<file path="src/rtl/water_column_n.sv">
// Water-column level display controller: one level register drives LINES 2-bit thermometer segments.
// Optional sticky boundary-request alarm is enabled with the WATER_ALARM_EN macro.
module water_column_n #(
    parameter int LINES = 7,
    parameter int DIV   = 4
) (
    input  logic                           clk,
    input  logic                           init,
    input  logic                           run,
    input  logic                           mode,
    output logic [2*LINES-1:0]             lines,
    output logic [$clog2(2*LINES+1)-1:0]   level,
    output logic                           full,
    output logic                           empty,
    output logic                           busy,
    output logic                           alarm
);

    localparam int LW = $clog2(2*LINES+1);
    localparam int CW = (DIV > 1) ? $clog2(DIV) : 1;
    localparam logic [LW-1:0] LVL_MAX  = LW'(2*LINES);
    localparam logic [CW-1:0] CNT_LAST = CW'(DIV-1);

    typedef enum logic [1:0] {
        IDLE  = 2'd0,
        FILL  = 2'd1,
        DRAIN = 2'd2
    } state_t;

    state_t          state_q, state_d;
    logic [CW-1:0]   cnt_q, cnt_d;
    logic [LW-1:0]   level_q, level_d;
    logic [LW-1:0]   lvl_inc, lvl_dec;

    assign lvl_inc = level_q + LW'(1);
    assign lvl_dec = level_q - LW'(1);

    always_ff @(posedge clk or posedge init) begin
        if (init) begin
            state_q <= IDLE;
            cnt_q   <= '0;
            level_q <= '0;
        end else begin
            state_q <= state_d;
            cnt_q   <= cnt_d;
            level_q <= level_d;
        end
    end

    always_comb begin
        state_d = state_q;
        cnt_d   = cnt_q;
        level_d = level_q;
        if (!run) begin
            state_d = IDLE;
            cnt_d   = '0;
        end else begin
            case (state_q)
                IDLE: begin
                    if (mode && !full) begin
                        state_d = FILL;
                        cnt_d   = '0;
                    end else if (!mode && !empty) begin
                        state_d = DRAIN;
                        cnt_d   = '0;
                    end
                end
                FILL: begin
                    // A reversal restarts the divider without moving the level.
                    if (!mode) begin
                        state_d = DRAIN;
                        cnt_d   = '0;
                    end else if (cnt_q != CNT_LAST) begin
                        cnt_d = cnt_q + CW'(1);
                    end else begin
                        cnt_d = '0;
                        if (level_q != LVL_MAX) level_d = lvl_inc;
                        if (level_q == LVL_MAX || lvl_inc == LVL_MAX) state_d = IDLE;
                    end
                end
                DRAIN: begin
                    if (mode) begin
                        state_d = FILL;
                        cnt_d   = '0;
                    end else if (cnt_q != CNT_LAST) begin
                        cnt_d = cnt_q + CW'(1);
                    end else begin
                        cnt_d = '0;
                        if (level_q != '0) level_d = lvl_dec;
                        if (level_q == '0 || lvl_dec == '0) state_d = IDLE;
                    end
                end
                default: begin
                    state_d = IDLE;
                    cnt_d   = '0;
                end
            endcase
        end
    end

    always_comb begin
        lines = '0;
        for (int k = 0; k < LINES; k++) begin
            if (int'(level_q) >= 2*k+2)       lines[2*k +: 2] = 2'b11;
            else if (int'(level_q) == 2*k+1)  lines[2*k +: 2] = 2'b01;
        end
    end

    assign level = level_q;
    assign full  = (level_q == LVL_MAX);
    assign empty = (level_q == '0);
    assign busy  = (state_q != IDLE);

`ifdef WATER_ALARM_EN
    logic alarm_q, alarm_d;

    // Any level movement clears the flag; a refused boundary request sets it.
    always_comb begin
        alarm_d = alarm_q;
        if (level_d != level_q)
            alarm_d = 1'b0;
        else if (state_q == IDLE && run && ((mode && full) || (!mode && empty)))
            alarm_d = 1'b1;
    end

    always_ff @(posedge clk or posedge init) begin
        if (init) alarm_q <= 1'b0;
        else      alarm_q <= alarm_d;
    end

    assign alarm = alarm_q;
`else
    assign alarm = 1'b0;
`endif

endmodule

</file>
<file path="config.mk">
export PLATFORM = sky130hd
export DESIGN_NAME = water_column_n
export DESIGN_NICKNAME = d
export VERILOG_FILES = /design/src/rtl/water_column_n.sv
export SDC_FILE = /design/constraint.sdc
export NUM_CORES = 1
export LEC_CHECK = 0
export ABC_AREA = 1
export CAP_MARGIN = 20
export CELL_PAD_IN_SITES_DETAIL_PLACEMENT = 2
export CELL_PAD_IN_SITES_GLOBAL_PLACEMENT = 2
export CORE_MARGIN = 2
export CORE_UTILIZATION = 31
export DETAILED_ROUTE_END_ITERATION = 6
export DONT_BUFFER_PORTS = 1
export PLACE_DENSITY_LB_ADDON = 0.1
export SETUP_SLACK_MARGIN = 0.1
export SLEW_MARGIN = 20
export SYNTH_ARGS = -nofsm -noshare
export SYNTH_HDL_FRONTEND = slang
export SYNTH_SLANG_ARGS = --single-unit
export TNS_END_PERCENT = 10
</file>
<file path="constraint.sdc">
create_clock -name clk -period 1.7 [get_ports clk]
set_input_delay 0.34 -clock clk [delete_from_list [all_inputs] [get_ports clk]]
set_output_delay 0.34 -clock clk [all_outputs]
set_load 0.02 [all_outputs]
</file>
* Word-level counts from Yosys, hierarchy flattened
Index checks and enable logic that the tools add are counted.
** Storage, ports and cells
- Flip-flop bits (word level) :: 8
- Input port bits :: 4
- Output and inout bits :: 22
- Word-level logic and storage cells :: 90
** Cells by class
- Add/subtract/negate cells :: 3
- Order comparisons :: 7
- Eq/ne operators :: 24
- Mux-type cells :: 38
- Reductions and logical operators :: 15
** Operators with widths (number)
- 2-bit two-way mux :: 22
- 4-bit equality test, second input constant :: 6
- 4-bit two-way mux :: 6
- 4-bit inequality test, second input constant :: 6
- 4-bit >= comparator, second input constant :: 4
- 2-bit inequality test, second input constant :: 7
- 2-bit one-hot mux with 3 select lines :: 2
- 4-bit by 3-bit equality test with 1-bit output, second input constant :: 2
- 4-bit by 3-bit >= comparator with 1-bit output, second input constant :: 2
- 4-bit logical NOT :: 2
- 4-bit one-hot mux with 2 select lines :: 1
- 8-bit AND reduction :: 1
- 1-bit two-way mux :: 7
- 5-bit AND reduction :: 1
- 4-bit by 1-bit adder with 4-bit output, second input constant :: 1
- 4-bit by 2-bit equality test with 1-bit output, second input constant :: 1
- 4-bit by 2-bit >= comparator with 1-bit output, second input constant :: 1
- 2-bit nonzero test :: 2
- 4-bit nonzero test :: 1
- 4-bit by 1-bit subtractor with 4-bit output, second input constant :: 1
- 1-bit logical NOT :: 3
- 2-bit by 1-bit adder with 2-bit output, second input constant :: 1
- 2-bit by 1-bit equality test with 1-bit output, second input constant :: 1
- 2-bit equality test, second input constant :: 1
- 3 further kinds :: 5

* Longest topological paths before layout
Gate-level depths: netlist of run 1.
- Depth after elaboration :: 8
- Mapped depth :: 11
- Depth with buffers taken out :: 11

* Worst setup path after synthesis of run 1
No wires, ideal clock.
- Path kind :: reg-to-output
- Start point :: reg level_q[1] (netlist: level[1])
- End point :: out lines[4]
- Arrival time :: 1.476 ns
- Path slack :: -0.116 ns
- Cell stages (with the launch flop) :: 5
- Cells stage by stage :: dfrtp_1 -> inv_1 -> ha_1 -> nor2_1 -> o21ai_0
** On the way
- Word-level cells in the longest chain between the ends :: 3
- Elaborated cells between the ends (all ways) :: 4
- Those cells by class :: order compare (1); eq/ne (1); mux (2)
** Ends and longest elaborated chain
- start, declared :: line 32 : logic [LW-1:0] level_q, level_d;
- start signal, assigned :: line 46 : level_q <= level_d;
- parallel branches: the longest is 2 deep, another holds 4-bit by 3-bit >= comparator with 1-bit output
- 2-bit two-way mux * :: line 104 : if (int'(level_q) >= 2*k+2) lines[2*k +: 2] = 2'b11;
- end, declared :: line 11 : output logic [2*LINES-1:0] lines,
Every way passes the cells marked *.

* Worst setup path after layout of run 1
- Start point :: reg level_q[1] (netlist: level[1])
- End point :: out lines[0]
** On the way
- Word-level cells in the longest chain between the ends :: 3
- Elaborated cells between the ends (all ways) :: 4
- Those cells by class :: order compare (1); eq/ne (1); mux (2)
** Ends and longest elaborated chain (line)
- parallel branches: the longest is 2 deep, another holds 4-bit by 2-bit >= comparator with 1-bit output
- 2-bit two-way mux * :: 104
Marked as above.

==> metrics.txt, run 1 <==
status=finished clean; core footprint=2710 um2; Hold Path Depth=4; #FFs+latches synth=8; setup tns final=0 ns; Cell variety after synth=25; chip width=57 um; Max VDD drop=0.463 mV; routed len/inst=16.8 um; largest net degree at the start of global routing=11; placed insts=179; share of layout cells above drive strength 1=35.7%; critical path class=flop to primary output; Req. time, crit path=1.36 ns; worst skew pair latency=0.25 ns; worst endpoint data arrival time=1.33 ns; Post-Synth Adder-Cell Area=12.9%; # clock sinks=8; top cells by area, synth=dfrtp_1 (23%), nand2_1 (15%), ha_1 (13%); commonest non-fill, non-tap cells in the layout=nand2_1 (32), inv_1 (17), buf_4 (17); final WL=3.16 mm; reg2reg setup slack=0.08 ns; final hold slack=0.388 ns; Setup WS pre-CTS=0.0121 ns; Fin Clk Skew=0.000483 ns; hpwl dp=2.37 mm; Syn Inst Count=135; cell area after synthesis=871 um2; clk root buf=clkbuf_4; GPL Wtd Cong=0.779; Slew Viols, Final=0; Site Rows=19; # diodes=0; PD cells=588 nW/um2; final core occ=44.5%; placed inst area=1020 um2; total global-route track usage=20.5%; GRT overflow=0; reg-to-reg endpoint=state_q[1]; Compound-Gate Fraction of Synth Area=15.1%; CTS Buf Count=3; final worst setup slack=0.0262 ns; register clock-pin slew on the reported worst setup and hold paths=0.05 ns; IO Pins=26; number of antenna violations at the first check in global routing=0; Die Ht=57 um; Vias/cell=5.07; detailed router's first-iteration violation count=20; crit share post-route=98.5%; Min Clock Period, post-route=1.67 ns; Clock Tree Buf Depth=2; fin nets=171; first-pass GRT wire length=5.15 mm; # setup viols final=0; Yosys warnings=0; largest family of logic cells by synthesized area=simple AND/OR/NAND/NOR gates; CP endpoint kind=primary output; CTS tree=built; post-route insts no fill=188; Post-DRT Antenna Nets=0; hold path endpoint=state_q[0]; Worst Hold Class=input port to flop; P_leak=0.582 nW; RR Startpoint=level[0]; Synth Area per Inst=6.45 um2; design area=1210 um2; cells on worst reg2reg path=10; max_cap viols=0; startpoint types=flop; Hold Startpoint=run; leading area contributor after synthesis=dfrtp_1; drt drc=0; CTS H-tree lvls=1; vias in the first global route=1047; total power=0.709 mW; endpoints failing hold=0; Synth top area share=23.0%; TritonRoute pass-1 iters=4; via count=954; Die Area=3250 um2; Port-buffer cells=0; CP max FO=7; FMAX=597 MHz; sequential area share after synthesis=23.0%; Post-Synth Simple-Gate Area=33.0%; commonest non-fill, non-tap cell in the layout=nand2_1; Starting Density=32.1%; P&R area growth vs syn=38.5%; Synth Area in XOR/XNOR=2.01%; post-synthesis mux area share=0%; net count after synthesis=148; RSZ-0062 raised after global routing=yes
[logic make-up after synthesis]
family / after synthesis
other cells: 1
xor+xnor: 2
buf+inv: 28
compound gates: 21
fa+ha+maj: 9
simple gates: 66
flops: 8
[layout make-up]
type	count	area, um2
flip-flops and latches	8	205
well taps	31	38.8
fillers	325	1500
multi-input cells	99	644
repair buffers	23	198
inverters	23	93.8
clock buffers	4	26.3
[cell usage after synthesis, drive strengths merged]
cell type / count
nand2: 36
inv: 23
nor2: 15
o21ai: 11
nand3: 10
ha: 9
dfrtp: 8
a21oi: 6
buf: 3
o21bai: 3
clkbuf: 2
nand4: 2
xor2: 2
and2: 1
conb: 1
nand3b: 1
nor3: 1
o2111ai: 1
[layer usage]
| layer | vias to the layer above | GRT usage [%] | wire length, um |
|---|---|---|---|
| met1 | 468 | 27.1 | 1510 |
| li1 | 471 | - | - |
| met5 | - | 0 | 0 |
| met3 | 2 | 2.49 | 53 |
| met4 | 0 | 0.997 | 28 |
| met2 | 13 | 37.4 | 1570 |
[where the power goes]
group	internal (mW)	leakage, nW	total [mW]	switching, mW
clock	0.0896	0.0150	0.151	0.0615
sequential	0.209	0.0918	0.226	0.0174
combinational	0.115	0.475	0.331	0.216
total	0.414	0.582	0.709	0.295
[flip-flops by register name, indices dropped and copies added (netlist names)]
signal   count
state_q      2
cnt_q        2
level        4
[what timing repair did]
item / CTS / global route
setup buffers: 4 / 0
endpoints found under the hold margin: 8 / 0
pin swaps: 2 / 4
resized for setup: 18 / 17
hold buffers: 1 / 0
endpoints found under the setup margin: 17 / 20
[critical path, stage by stage (launching register included)]
cell and delay (ns):
dfrtp_2 0.48, buf_6 0.17, ha_4 0.16, inv_2 0.05
nand4_1 0.22
[how the worst max path moves through the flow]
stage	start	depth (start not counted)	endpoint	slack [ns]
after floorplan	level[1]	4	lines[4]	0.10
after global placement	level[1]	11	state_q[1]	0.13
after detailed placement	level[1]	11	state_q[1]	0.01
after CTS	level[1]	4	lines[0]	0.03
after global routing	level[1]	4	lines[0]	-0.03
final	level[1]	4	lines[0]	0.03
Power figures use the tool's default switching activity.
==> run 2, diff against run 1 <==
--- a/config.mk
+++ b/config.mk
@@ -6,7 +6,6 @@
 export NUM_CORES = 1
 export LEC_CHECK = 0
 export ABC_AREA = 1
-export CAP_MARGIN = 20
 export CELL_PAD_IN_SITES_DETAIL_PLACEMENT = 2
 export CELL_PAD_IN_SITES_GLOBAL_PLACEMENT = 2
 export CORE_MARGIN = 2
==> results of run 2 <==
The final DEF is identical to that of run 1; final timing and power are the same.
==> run 3, diff against run 2 <==
--- a/config.mk
+++ b/config.mk
@@ -10,9 +10,11 @@
 export CELL_PAD_IN_SITES_GLOBAL_PLACEMENT = 2
 export CORE_MARGIN = 2
 export CORE_UTILIZATION = 31
+export CTS_CLUSTER_SIZE = 16
 export DETAILED_ROUTE_END_ITERATION = 6
 export DONT_BUFFER_PORTS = 1
-export PLACE_DENSITY_LB_ADDON = 0.1
+export PLACE_DENSITY = 0.85
+export REMOVE_ABC_BUFFERS = 1
 export SETUP_SLACK_MARGIN = 0.1
 export SLEW_MARGIN = 20
 export SYNTH_ARGS = -nofsm -noshare
==> run 3 against run 2 <==
The run now ends with negative setup slack left. Non-clock buffer count up 5. Global-route usage up 5.3 points. Register-to-register slack got worse by 0.16 ns. Sequential share of layout area decreased by 1.2 points. Sequential cell count unchanged. Clock power hardly changed. Cell area is 7.3% higher. Total power up 6.0%. Maximum frequency decreased by 5.9%. Count of clock-buffer cells in the layout shrank 1. Core utilization rose by 3.2 points. Sequential power rose by 4%. Largest cell class unchanged.
==> metrics.txt, run 3 (synthesis results as in run 1) <==
GRT overflow=0; # clock sinks=8; startpoint types=flop; TritonRoute pass-1 iters=4; Setup WS pre-CTS=-0.0180 ns; endpoints failing hold=0; max_cap viols=0; Site Rows=19; failing checks=negative setup slack; total power=0.751 mW; vias in the first global route=1148; chip width=57 um; hpwl dp=2.69 mm; Die Area=3250 um2; number of antenna violations at the first check in global routing=0; critical path class=flop to flop; routed len/inst=22.9 um; CTS tree=built; drt drc=0; clk root buf=clkbuf_4; Die Ht=57 um; Worst Hold Class=input port to flop; first-pass GRT wire length=6.20 mm; setup tns final=-0.302 ns; final core occ=47.7%; final worst setup slack=-0.0795 ns; CTS H-tree lvls=1; via count=1052; Slew Viols, Final=0; Filler Cell Count=300; # diodes=0; worst skew pair latency=0.26 ns; Clock Tree Buf Depth=2; detailed router's first-iteration violation count=56; Port-buffer cells=0; total global-route track usage=25.7%; Vias/cell=5.48; share of layout cells above drive strength 1=49.1%; CP endpoint kind=flop; P&R area growth vs syn=48.6%; core footprint=2710 um2; status=finished, violations left; commonest non-fill, non-tap cell in the layout=nand2_1; CP max FO=5; Min Clock Period, post-route=1.78 ns; Req. time, crit path=1.90 ns; register clock-pin slew on the reported worst setup and hold paths=0.06 ns; max FFs per register=4; P_leak=0.611 nW; FMAX=562 MHz; PD cells=581 nW/um2; design area=1290 um2; GPL Wtd Cong=0.775; # setup viols final=11; fin nets=176; Starting Density=32.1%; Max VDD drop=0.617 mV; RSZ-0062 raised after global routing=yes; placed inst area=1010 um2; commonest non-fill, non-tap cells in the layout=nand2_1 (26), buf_4 (18), inv_1 (16); CTS Buf Count=3; largest net degree at the start of global routing=11; Post-DRT Antenna Nets=0; crit share post-route=105%; IO Pins=26; worst endpoint data arrival time=1.98 ns; final WL=4.40 mm; Fin Clk Skew=0.00600 ns
==> run 3: what timing repair did <==
| item | 4_1_cts | 5_1_grt |
|---|---|---|
| pin swaps | 4 | 13 |
| hold endpoints to repair | 8 | 0 |
| buffers inserted | 8 | 1 |
| endpoints found under the setup margin | 21 | 22 |
| gates cloned | 0 | 0 |
| gates resized for setup | 28 | 31 |
| hold buffers | 1 | 0 |
==> run 3: routing by layer <==
layer | routed length, um | global-route usage [%] | vias up | part of all wire, %
met3 | 159 | 2.49 | 13 | 3.6
met4 | 167 | 13.0 | 0 | 3.8
li1 | - | - | 472 | -
met5 | 0 | 0 | - | 0
met2 | 2250 | 43.8 | 38 | 51
met1 | 1820 | 32.3 | 529 | 41
==> run 3: cell type report <==
type	count	area [um2]	share of cell area, %
Sequential cell	8	205	15.9
Clock buffer	3	22.5	1.74
Multi-Input combinational cell	99	689	53.3
Inverter	23	91.3	7.06
Tap cell	31	38.8	3.00
Timing Repair Buffer	28	246	19.1
==> run 3: worst max-delay path: stages, from the launching register on <==
cell and delay, ns:
dfrtp_2 0.46, inv_4 0.12, ha_4 0.16, inv_1 0.06
nand2_2 0.09, nand2_2 0.07, nor2_2 0.14, nand3_2 0.10
a21oi_1 0.24, nand3_1 0.15, nand2_1 0.11
==> run 3: path summary, 6_finish.rpt <==
path	startpoint	to	slack, ns	depth (start not counted)
setup / recovery	level[1]	state_q[0]	-0.08	10
hold / removal	run	state_q[1]	0.39	4
setup reg to reg	level[1]	state_q[0]	-0.08	10
hold reg to reg	cnt_q[1]	cnt_q[1]	0.53	2
max in group asynchronous	init	level[2]	0.98	2
min in group asynchronous	init	state_q[0]	0.46	2
==> run 3: stage by stage <==
stage,cells,hold slack (ns)
6_report,192,0.392
5_1_grt,192,0.412
4_1_cts,191,0.365
3_5_place_dp,179,0.200
3_3_place_gp,179,0.202
2_1_floorplan,130,0.156
==> run 3: power by group <==
group	total (mW)	leakage [nW]	internal (mW)	switching (mW)
Sequential	0.235	0.0909	0.211	0.0237
Clock	0.151	0.0138	0.0811	0.0697
Combinational	0.366	0.506	0.122	0.244
Total	0.751	0.611	0.414	0.337
